$ cat src/rtl/filt_round_fifo.sv
// filt_round_fifo: gain shift, convergent rounding, overflow handling, output FIFO.
// Optional clamp on overflow: define FILT_ROUND_SATURATE_EN (default build wraps).
module filt_round_fifo #(
  parameter int IW     = 39,
  parameter int OW     = 16,
  parameter int SHIFT  = 0,
  parameter int LGFLEN = 2
) (
  input  logic              i_clk,
  input  logic              i_reset_n,
  input  logic              i_ce,
  input  logic [IW-1:0]     i_data,
  output logic              o_valid,
  input  logic              i_ready,
  output logic [OW-1:0]     o_data,
  output logic [LGFLEN:0]   o_fill,
  output logic              o_clip,
  output logic              o_ovf,
  input  logic              i_ovf_clr
);

  // Dropped LSB count, rounding word width, FIFO depth.
  localparam int L     = IW - SHIFT - OW;
  localparam int RW    = OW + SHIFT + 1;
  localparam int DEPTH = 1 << LGFLEN;
  localparam int HW    = SHIFT + 2;

  localparam logic [L-1:0]  HALF = L'(1) << (L - 1);
  localparam logic [OW-1:0] MAXV = {1'b0, {(OW-1){1'b1}}};
  localparam logic [OW-1:0] MINV = {1'b1, {(OW-1){1'b0}}};

  // Stage 1 state
  logic          v1_q;
  logic [RW-1:0] r1_q;
  logic [RW-1:0] r1_d;

  // Stage 2 state
  logic          v2_q;
  logic [OW-1:0] d2_q;
  logic [OW-1:0] d2_d;
  logic          clip_q;
  logic          ovf2_w;

  // FIFO state
  logic [OW-1:0] mem_q [DEPTH];
  logic [LGFLEN:0] wptr_q, wptr_d;
  logic [LGFLEN:0] rptr_q, rptr_d;
  logic          sov_q, sov_d;

  logic [RW-2:0] keep_w;
  logic [L-1:0]  drop_w;
  logic          rnd_w;
  logic [HW-1:0] hi_w;
  logic          empty_w;
  logic          full_w;
  logic          pop_w;
  logic          push_w;
  logic          lost_w;

  // Round-half-to-even on the upper bits, one guard bit keeps the carry.
  always_comb begin
    keep_w = i_data[IW-1:L];
    drop_w = i_data[L-1:0];
    rnd_w  = (drop_w > HALF) |
             ((drop_w == HALF) & keep_w[0]);
    r1_d   = {keep_w[RW-2], keep_w} +
             {{(RW-1){1'b0}}, rnd_w};
  end

  // Stage 1 register: rounded word.
  always_ff @(posedge i_clk or negedge i_reset_n) begin
    if (!i_reset_n) begin
      v1_q <= 1'b0;
      r1_q <= '0;
    end else begin
      v1_q <= i_ce;
      if (i_ce) r1_q <= r1_d;
    end
  end

  // Overflow when the bits above the OW-bit sign are not a sign extension.
  always_comb begin
    hi_w   = r1_q[RW-1:OW-1];
    ovf2_w = ~((&hi_w) | (~|hi_w));
`ifdef FILT_ROUND_SATURATE_EN
    if (ovf2_w) d2_d = r1_q[RW-1] ? MINV : MAXV;
    else        d2_d = r1_q[OW-1:0];
`else
    d2_d = r1_q[OW-1:0];
`endif
  end

  // Stage 2 register: resolved OW-bit sample and clip pulse.
  always_ff @(posedge i_clk or negedge i_reset_n) begin
    if (!i_reset_n) begin
      v2_q   <= 1'b0;
      d2_q   <= '0;
      clip_q <= 1'b0;
    end else begin
      v2_q   <= v1_q;
      clip_q <= v1_q & ovf2_w;
      if (v1_q) d2_q <= d2_d;
    end
  end

  // FIFO control: a push into a full FIFO survives only with a same-edge pop.
  always_comb begin
    empty_w = (wptr_q == rptr_q);
    full_w  = (wptr_q[LGFLEN] != rptr_q[LGFLEN]) &&
              (wptr_q[LGFLEN-1:0] == rptr_q[LGFLEN-1:0]);
    pop_w   = ~empty_w & i_ready;
    push_w  = v2_q & (~full_w | pop_w);
    lost_w  = v2_q & full_w & ~pop_w;
    wptr_d  = wptr_q + {{LGFLEN{1'b0}}, push_w};
    rptr_d  = rptr_q + {{LGFLEN{1'b0}}, pop_w};
    sov_d   = sov_q;
    if (lost_w)         sov_d = 1'b1;
    else if (i_ovf_clr) sov_d = 1'b0;
  end

  // Pointer and sticky-drop registers.
  always_ff @(posedge i_clk or negedge i_reset_n) begin
    if (!i_reset_n) begin
      wptr_q <= '0;
      rptr_q <= '0;
      sov_q  <= 1'b0;
    end else begin
      wptr_q <= wptr_d;
      rptr_q <= rptr_d;
      sov_q  <= sov_d;
    end
  end

  // Sample storage; contents are only observed through the valid head.
  always_ff @(posedge i_clk) begin
    if (push_w) mem_q[wptr_q[LGFLEN-1:0]] <= d2_q;
  end

  assign o_valid = ~empty_w;
  assign o_data  = empty_w ? '0 : mem_q[rptr_q[LGFLEN-1:0]];
  assign o_fill  = wptr_q - rptr_q;
  assign o_clip  = clip_q;
  assign o_ovf   = sov_q;

endmodule

$ cat config.mk
export PLATFORM = sky130hd
export DESIGN_NAME = filt_round_fifo
export DESIGN_NICKNAME = d
export VERILOG_FILES = /design/src/rtl/filt_round_fifo.sv
export SDC_FILE = /design/constraint.sdc
export NUM_CORES = 1
export LEC_CHECK = 0
export ABC_AREA = 1
export CORE_UTILIZATION = 54
export CTS_CLUSTER_DIAMETER = 50
export DETAILED_ROUTE_END_ITERATION = 8
export MAX_ROUTING_LAYER = met4
export PLACE_DENSITY = 0.87
export SLEW_MARGIN = 20
export SYNTH_ARGS = -nofsm -noshare
export SYNTH_HDL_FRONTEND = slang
export SYNTH_SLANG_ARGS = --single-unit
$ cat constraint.sdc
create_clock -name i_clk -period 4.05 [get_ports i_clk]
set_input_delay 0.81 -clock i_clk [delete_from_list [all_inputs] [get_ports i_clk]]
set_output_delay 0.81 -clock i_clk [all_outputs]
set_load 0.005 [all_outputs]
Word-level counts from Yosys, hierarchy flattened --
Memory sizes are Yosys's and may differ from the RTL's. Cells that the tools add are included.
Storage, ports and cells: memory bits (writable) 64, word-level logic and storage cells 41, register bits after elaboration 43, memories kept 1, output and inout bits 22, input port bits 44
Operators by class: order comparisons 1, reduce and logical (&&, ||, !) cells 5, muxes and demuxes 5, equality and inequality tests 4, bitwise logic cells 13, add/subtract/negate cells 4
Memories:
- mem_q | depth 4, bits a word 16, rd ports 1, clocked after memory_dff 0, write ports 1, line 45 | logic [OW-1:0] mem_q [DEPTH];
Operators by type and width (count):
- 23-bit equality test (second input constant) | 1
- 23-bit > comparator (second input constant) | 1
- 16-bit by 2-bit adder with 17-bit output | 1
- 16-bit 2-to-1 mux | 1
- 3-bit by 1-bit adder with 3-bit output | 2
- 1-bit AND | 6
- 1-bit 2-to-1 mux | 4
- 1-bit inverter | 4
- 3-bit equality test | 1
- 1-bit OR | 3
- 3-bit subtractor | 1
- 2-bit equality test | 1
- 2-bit AND reduction | 1
- 2-bit nonzero test | 1
- 2-bit OR reduction | 1
- 1-bit logical AND | 1
- 1-bit logical NOT | 1
- 1-bit inequality test | 1

Depth between registers and ports, before layout --
Gate-level depths: netlist of the first run.
depth in word-level cells 7, gate-level depth with buffers 11, mapped depth without buffers 9

Worst setup path before layout of the first run --
No wires, ideal clock.
path kind register to register, start register rptr_q[1], end memory mem_q[1][0] (enable), path buffers 2, cell stages (with the launch flop) 8, clock period less this slack 2.862 ns, slack 1.188 ns, data arrival time 2.453 ns, library setup time 0.409 ns, data required time 3.641 ns, cell sequence dfrtp_1 buf_2 inv_2 buf_2 ha_1 nand4_1 nand2_1 nor3_1
On the way: cells in the longest elaborated chain, start to end 7, elaborated cells between the ends (all ways) 10, classes of those cells 2 x eq/ne; 2 x mux; 5 x bitwise; 1 x reduce/logical
Ends and longest elaborated chain:
- start, declared | line 47 | logic [LGFLEN:0] rptr_q, rptr_d;
- start signal, assigned | line 129 | rptr_q <= rptr_d;
- 3-bit equality test / 2-bit equality test (equally long branches) | line 108, 110
- 1-bit inverter / 1-bit logical AND (equally long branches) | line 111, 109
- 1-bit AND / 1-bit inverter (equally long branches) | line 111, 112
- 1-bit OR * | line 112 | push_w = v2_q & (~full_w | pop_w);
- 1-bit AND * | line 112
- 1-bit 2-to-1 mux * | line 136 | if (push_w) mem_q[wptr_q[LGFLEN-1:0]] <= d2_q;
- 1-bit 2-to-1 mux (not written as such) * | line 136
- end, declared | line 45
Every way passes the cells marked *; elsewhere a longest branch is shown, timed or not.

Worst setup path after layout of the first run --
start register rptr_q[1], end output port o_data[7]
On the way: cells in the longest elaborated chain, start to end 2, elaborated cells between the ends (all ways) 3, classes of those cells 1 x eq/ne; 1 x mux; 1 x memory
Ends and longest elaborated chain:
- memory read 4 x 16 bit / 3-bit equality test (equally long branches)
- 16-bit 2-to-1 mux * | line 140 | assign o_data = empty_w ? '0 : mem_q[rptr_q[LGFLEN-1:0]];
- end, declared | line 15 | output logic [OW-1:0] o_data,
Marks and branches as above.

==> metrics.yaml, run 1 <==
outcome:
  status: "finished clean"
routing:
  vias_per_cell: 5.24
  firstDrtPassIters: 4
  wire_per_inst_um: 14.2
  drc: 0
  ant_nets: 0
  drtIter0Drc: 232
  num_vias: 3162
  drt_wl_total_um: 8550
finish:
  final.fill_count: 627
  final_common_cell: "nor2_1"
  area_growth_pct: 20.1
  final_nets: 546
  antenna_cells: 0
  final_cell_mix: "93 x nor2_1, 64 x clkdlybuf4s50_1, 64 x edfxtp_1"
  final_util: 0.673
  layout-drive-gt1-share: 0.0982
clocking:
  ctsResizeCount: 0
  clk_pin_slew_ps: 90
  ctsHoldBuffers: 0
  clk-insertion-delay-late_ps: 350
  cts_sinks: 107
  cts_setup_buffers: 0
  numCtsBuffers: 9
  cts_root_buf: "clkbuf_8"
  cts_buffer_depth: 2
  cts_tree: "yes"
  htreeDepth: 3
floorplan:
  floorplan.initialDensity: 0.561
  coreArea_um2: 8260
  die_x_um: 94.6
  die-area_um2: 8950
  num_rows: 33
  ios: 66
  fp.dieH_um: 94.6
placed_design:
  gp_congestion: 0.841
  dpl.hpwl_um: 6160
  portBuffers: 65
logic_synthesis:
  async_flop_share: 0.402
  synth.distinct_cells: 32
  synth_edf_count: 64
  synth_ff_type: "edfxtp_1"
  syn-num-nets: 481
  synth_cells: 429
  synth_area_per_cell_um2: 10.8
  syn_area_um2: 4630
  yosysWarnings: 0
  yosysSeqAreaShare: 0.647
  ys_ff_latch: 107
setup_path:
  cp_data_required_time_ps: 3240
  r2r-start: "rptr_q[1]"
  worstSetupEndpoint: "o_data[7]"
  crit_start: "rptr_q[1]"
  rr_worst_depth: 8
  cp-end-kind: "output pin"
  crit_fanout: 19
  reg2reg_to: "rptr_q[2]"
  path_class: "reg2out"
  arrival_ps: 2840
  reg2reg_slack_ps: 1390
  start_kind: "flip-flop"
hold_path:
  min-delay-start: "r1_q[7]"
  min_path_type: "reg2reg"
global_routing:
  grt-ovfl-total: 0
  antenna_found_initial: 0
  grt_pass1_wl_um: 14300
  grt_max_degree: 44
  track_usage: 0.218
  grt_pass1_vias: 3074
sta:
  rsz0062_at_grt: "no"
  setup_viol: 0
  tightest_slew_ps: 924
  hold_viol_final: 0
  fmax_ghz: 0.274
  fin_crit_sh: 0.901
  fin_tns_setup_ps: 0
  slew_violations: 0
  slew_headroom: 0.384
  finalWorstPathRequiredPeriod_ps: 3650
  clock_skew_ps: 11.1
power:
  p_per_area_nw_per_um2: 624
  peakVddDrop_v: 0.000279
  total_leakage_power_uw: 0.00219
flow_run:
  drv_cap: 0
-- logic make-up (layout without fill, tap and decap cells) --
logic type      count (synthesis)  count (layout)  synth area share
flops                         107             107             0.647
simple gates                  180             180             0.166
fa+ha+maj                       8               8            0.0232
xor+xnor                        9               9            0.0186
compound gates                 68              68            0.0754
buf+inv                        45             115            0.0408
mux                            12              12            0.0292
-- power breakdown --
part | internal, µW | switching, µW
clock network | 229 | 339
registers | 1410 | 147
logic | 686 | 660
total | 2320 | 1150
-- registers in the layout (all words and copies together), names as in the netlist --
signal,flops
o_clip,1
rptr_q,3
wptr_q,3
r1_q,17
d2_q,16
v2_q,1
mem_q,64
o_ovf,1
v1_q,1
-- cell usage after synthesis, drive strengths merged, types with 2 or more instances --
library cell	count	area [µm²]
xor2	7	68.8
mux2	12	135
o21bai	2	15.0
ha	7	87.6
nand2	54	215
nor2	99	402
nor3	7	35.0
buf	9	51.3
nand3	12	65.1
o21ai	42	210
xnor2	2	17.5
nand4	6	37.5
dfrtp	43	1080
a21oi	22	110
clkbuf	7	28.8
edfxtp	64	1920
inv	29	109
-- layout make-up --
cell class	instances	area (µm²)	area share
inverters	29	109	0.0196
multi-input cells	277	1470	0.263
clock buffers	10	128	0.0229
clock inverters	6	47.5	0.00855
flip-flops and latches	107	3000	0.539
repair buffers	70	683	0.123
well taps	105	131	0.0236
-- worst min path at each step --
stage | endpoint | slack [ps] | cells after the start
final | r1_q[7] | 490 | 2
after global routing | r1_q[11] | 530 | 2
after CTS | r1_q[7] | 500 | 2
after detailed placement | r1_q[7] | 470 | 2
after global placement | r1_q[1] | 460 | 2
after floorplan | v2_q | 390 | 0
-- critical path, cell delays in order, from the launching register on --
cell and delay [ps]:
dfrtp_1 780, inv_2 300, ha_1 390, nand2_1 90, nor2_4 370, a21oi_1 90, clkdlybuf4s50_1 460
-- through the flow --
stage	cells	hold WS, ps	total power, µW	setup WS [ps]	area [µm²]
2_1_floorplan	429	392	2240	1190	4630
3_3_place_gp	588	461	2880	794	5390
3_5_place_dp	588	470	2940	740	5390
4_1_cts	604	496	3500	343	5560
5_1_grt	604	526	3700	160	5560
6_report	604	490	3470	400	5560
-- metal layers --
layer,share of wire,global-route usage,wire length [µm]
met1,0.42,0.273,3620
met2,0.52,0.362,4420
met3,0.048,0.0225,408
met4,0.012,0.0909,101
met5,0,-,0
Note: power is estimated with default switching activity, not from simulation.
==> run 2: changes to the inputs <==
CAP_MARGIN = 5   (was unset)
SKIP_LAST_GASP = 1   (was unset)
==> results of run 2 <==
Same layout as run 1: the final DEF is identical, and so are final timing and power.
==> run 3: changes to the inputs <==
CORE_UTILIZATION = 50   (was 54)
PLACE_DENSITY = 0.82   (was 0.87)
==> run 3 against run 2 <==
Compared with the run above:
- the flow now finishes with violations (DRC)
- via count rose by 1.0%
- clock-buffer cell count did not move
- non-clock buffer count did not move
- sequential power barely moved
- routed wire length rose by 2.4%
- first-iteration DRC count fell by 33%
- sequential share of layout area fell by 0.24 points
- worst hold slack barely moved
- largest cell class unchanged
- fmax fell by 2.2%
- global-route usage fell by 1.1 points
- core utilization fell by 4.2 points
- clock skew fell by 3.1 ps
==> metrics.yaml, run 3 (same netlist as run 1, synthesis figures left out) <==
global_routing:
  grt-ovfl-total: 0  # unchanged
  grt_pass1_vias: 3132  # +1.9%
  grt_max_degree: 44  # unchanged
  track_usage: 0.206  # -0.0115
  antenna_found_initial: 0  # unchanged
  grt_pass1_wl_um: 14900  # +4.2%
routing:
  firstDrtPassIters: 9  # +5
  drc: 5  # +5
  ant_nets: 0  # unchanged
  met1_length_um: 3890  # +7.4%
  wl_met3_um: 386  # -5.4%
  drt_wl_total_um: 8760  # +2.4%
  vias_per_cell: 5.26  # +0.51%
  wire_per_inst_um: 14.4  # +1.9%
  top_layer: "met4"
  drtIter0Drc: 155  # -33%
  routed-wl-met2_um: 4330  # -2.2%
  num_vias: 3194  # +1.0%
hold_path:
  hold_depth: 2  # unchanged
  min_to: "r1_q[1]"
  min_path_type: "reg2reg"
  min-delay-start: "r1_q[1]"
floorplan:
  ios: 66  # unchanged
  die-area_um2: 9650  # +7.8%
  coreArea_um2: 8850  # +7.2%
  num_rows: 34  # +3.0%
  floorplan.initialDensity: 0.523  # -0.0374
  fp.dieH_um: 98.3  # +3.8%
  die_x_um: 98.3  # +3.8%
finish:
  final_nets: 546  # unchanged
  final_common_cell: "nor2_1"
  final_cell_mix: "93 x nor2_1, 64 x clkdlybuf4s50_1, 64 x edfxtp_1"
  final.fill_count: 673  # +7.3%
  layout-drive-gt1-share: 0.100  # +0.00200
  area_growth_pct: 20.6
  largest_reg_flops: 64  # unchanged
  final_util: 0.631  # -0.0421
  antenna_cells: 0  # unchanged
clocking:
  cts_buffer_depth: 2  # unchanged
  ctsResizeCount: 0  # unchanged
  cts_setup_buffers: 0  # unchanged
  clk-insertion-delay-late_ps: 370  # +20 ps
  ctsHoldBuffers: 0  # unchanged
  cts_root_buf: "clkbuf_8"
  htreeDepth: 3  # unchanged
  clk_pin_slew_ps: 100  # about the same
  cts_tree: "yes"
  numCtsBuffers: 9  # unchanged
  cts_sinks: 107  # unchanged
setup_path:
  crit_fanout: 19  # unchanged
  start_kind: "flip-flop"
  path_class: "reg2out"
  r2r-start: "rptr_q[1]"
  cp_data_required_time_ps: 3240  # about the same
  arrival_ps: 2920  # +80 ps
  reg2reg_to: "mem_q[1][15]"
  reg2reg_slack_ps: 1140  # -250 ps
  rr_worst_depth: 6  # -2
  cp-end-kind: "output pin"
sta:
  rsz0062_at_grt: "no"
  hold_slack_ps: 490  # +0.341 ps
  fin_crit_sh: 0.921  # +0.0199
  setup_viol: 0  # unchanged
  fin_tns_setup_ps: 0  # unchanged
  clock_skew_ps: 8.01  # -3.09 ps
  slew_headroom: 0.393  # +0.00893
  tightest_slew_ps: 911  # -13.4 ps
  hold_viol_final: 0  # unchanged
  fmax_ghz: 0.268  # -2.2%
  finalWorstPathRequiredPeriod_ps: 3730  # +80.6 ps
  slew_violations: 0  # unchanged
placed_design:
  portBuffers: 65  # unchanged
  gp_congestion: 0.861  # +2.4%
  dpl.hpwl_um: 6310  # +2.3%
outcome:
  violations: "DRC"
  status: "complete, but fails checks"
power:
  p_per_area_nw_per_um2: 634  # +1.6%
  clock_power_share: 0.176  # +0.012
  p_comb_frac: 0.387  # about the same
  peakVddDrop_v: 0.000307  # +10%
  total_leakage_power_uw: 0.00220  # +0.31%
  swShare: 0.334  # +0.00328
  intPower_uw: 2360  # +1.5%
  p_sw_uw: 1180  # +3.1%
  seqPwrFrac: 0.437  # -0.011
flow_run:
  drv_cap: 0  # unchanged
==> run 3: changes by cell type in the layout (fill, tap and decap cells not counted) <==
cell,previous run,this run
clkinv_2,1,0
clkbuf_1,1,0
clkbuf_16,0,1
clkinv_4,2,3
clkinvlp_4,1,2
inv_6,2,0
inv_4,0,1
==> run 3: routing by layer <==
metal	global-route usage	vias to the layer above
met5	-	-
met4	0.0861	0
met3	0.0308	11
met2	0.340	98
met1	0.256	1511
li1	-	1574
==> run 3: critical path, stage by stage, from the launching register on <==
cell	delay, ps
dfrtp_1	800
inv_2	300
ha_1	390
nand2_1	90
nor2_4	390
a21oi_1	110
clkdlybuf4s50_1	460
==> run 3: how the worst max path moves through the flow <==
stage	startpoint	to	slack, ps	cells after the start
after floorplan	rptr_q[1]	mem_q[1][0]	1190	7
after global placement	rptr_q[1]	o_data[3]	820	6
after detailed placement	rptr_q[1]	o_data[10]	700	6
after CTS	rptr_q[1]	o_data[5]	280	6
after global routing	rptr_q[1]	o_data[10]	100	6
final	rptr_q[1]	o_data[5]	320	6
==> run 3: through the flow <==
step           total power [µW]  std cells  setup WS (ps)  cell area [µm²]
6_report                   3540        607            319             5590
5_1_grt                    3770        607           98.6             5590
4_1_cts                    3580        607            276             5590
3_5_place_dp               2960        591            700             5390
3_3_place_gp               2870        591            818             5390
2_1_floorplan              2240        429           1190             4630
==> run 3: power groups by stage <==
stage | clock, µW | combinational, µW | sequential [µW]
final | 623 | 1370 | 1550
after global routing | 671 | 1520 | 1580
after CTS | 636 | 1390 | 1550
after detailed placement | 0 | 1380 | 1580
after global placement | 0 | 1320 | 1560
after floorplan | 0 | 736 | 1510
==> run 3: cell type report <==
class	count	area [µm²]	area share
multi-input cells	277	1470	0.262
repair buffers	70	683	0.122
clock buffers	10	149	0.0267
well taps	108	135	0.0242
clock inverters	6	47.5	0.00851
flip-flops and latches	107	3000	0.537
inverters	29	109	0.0195
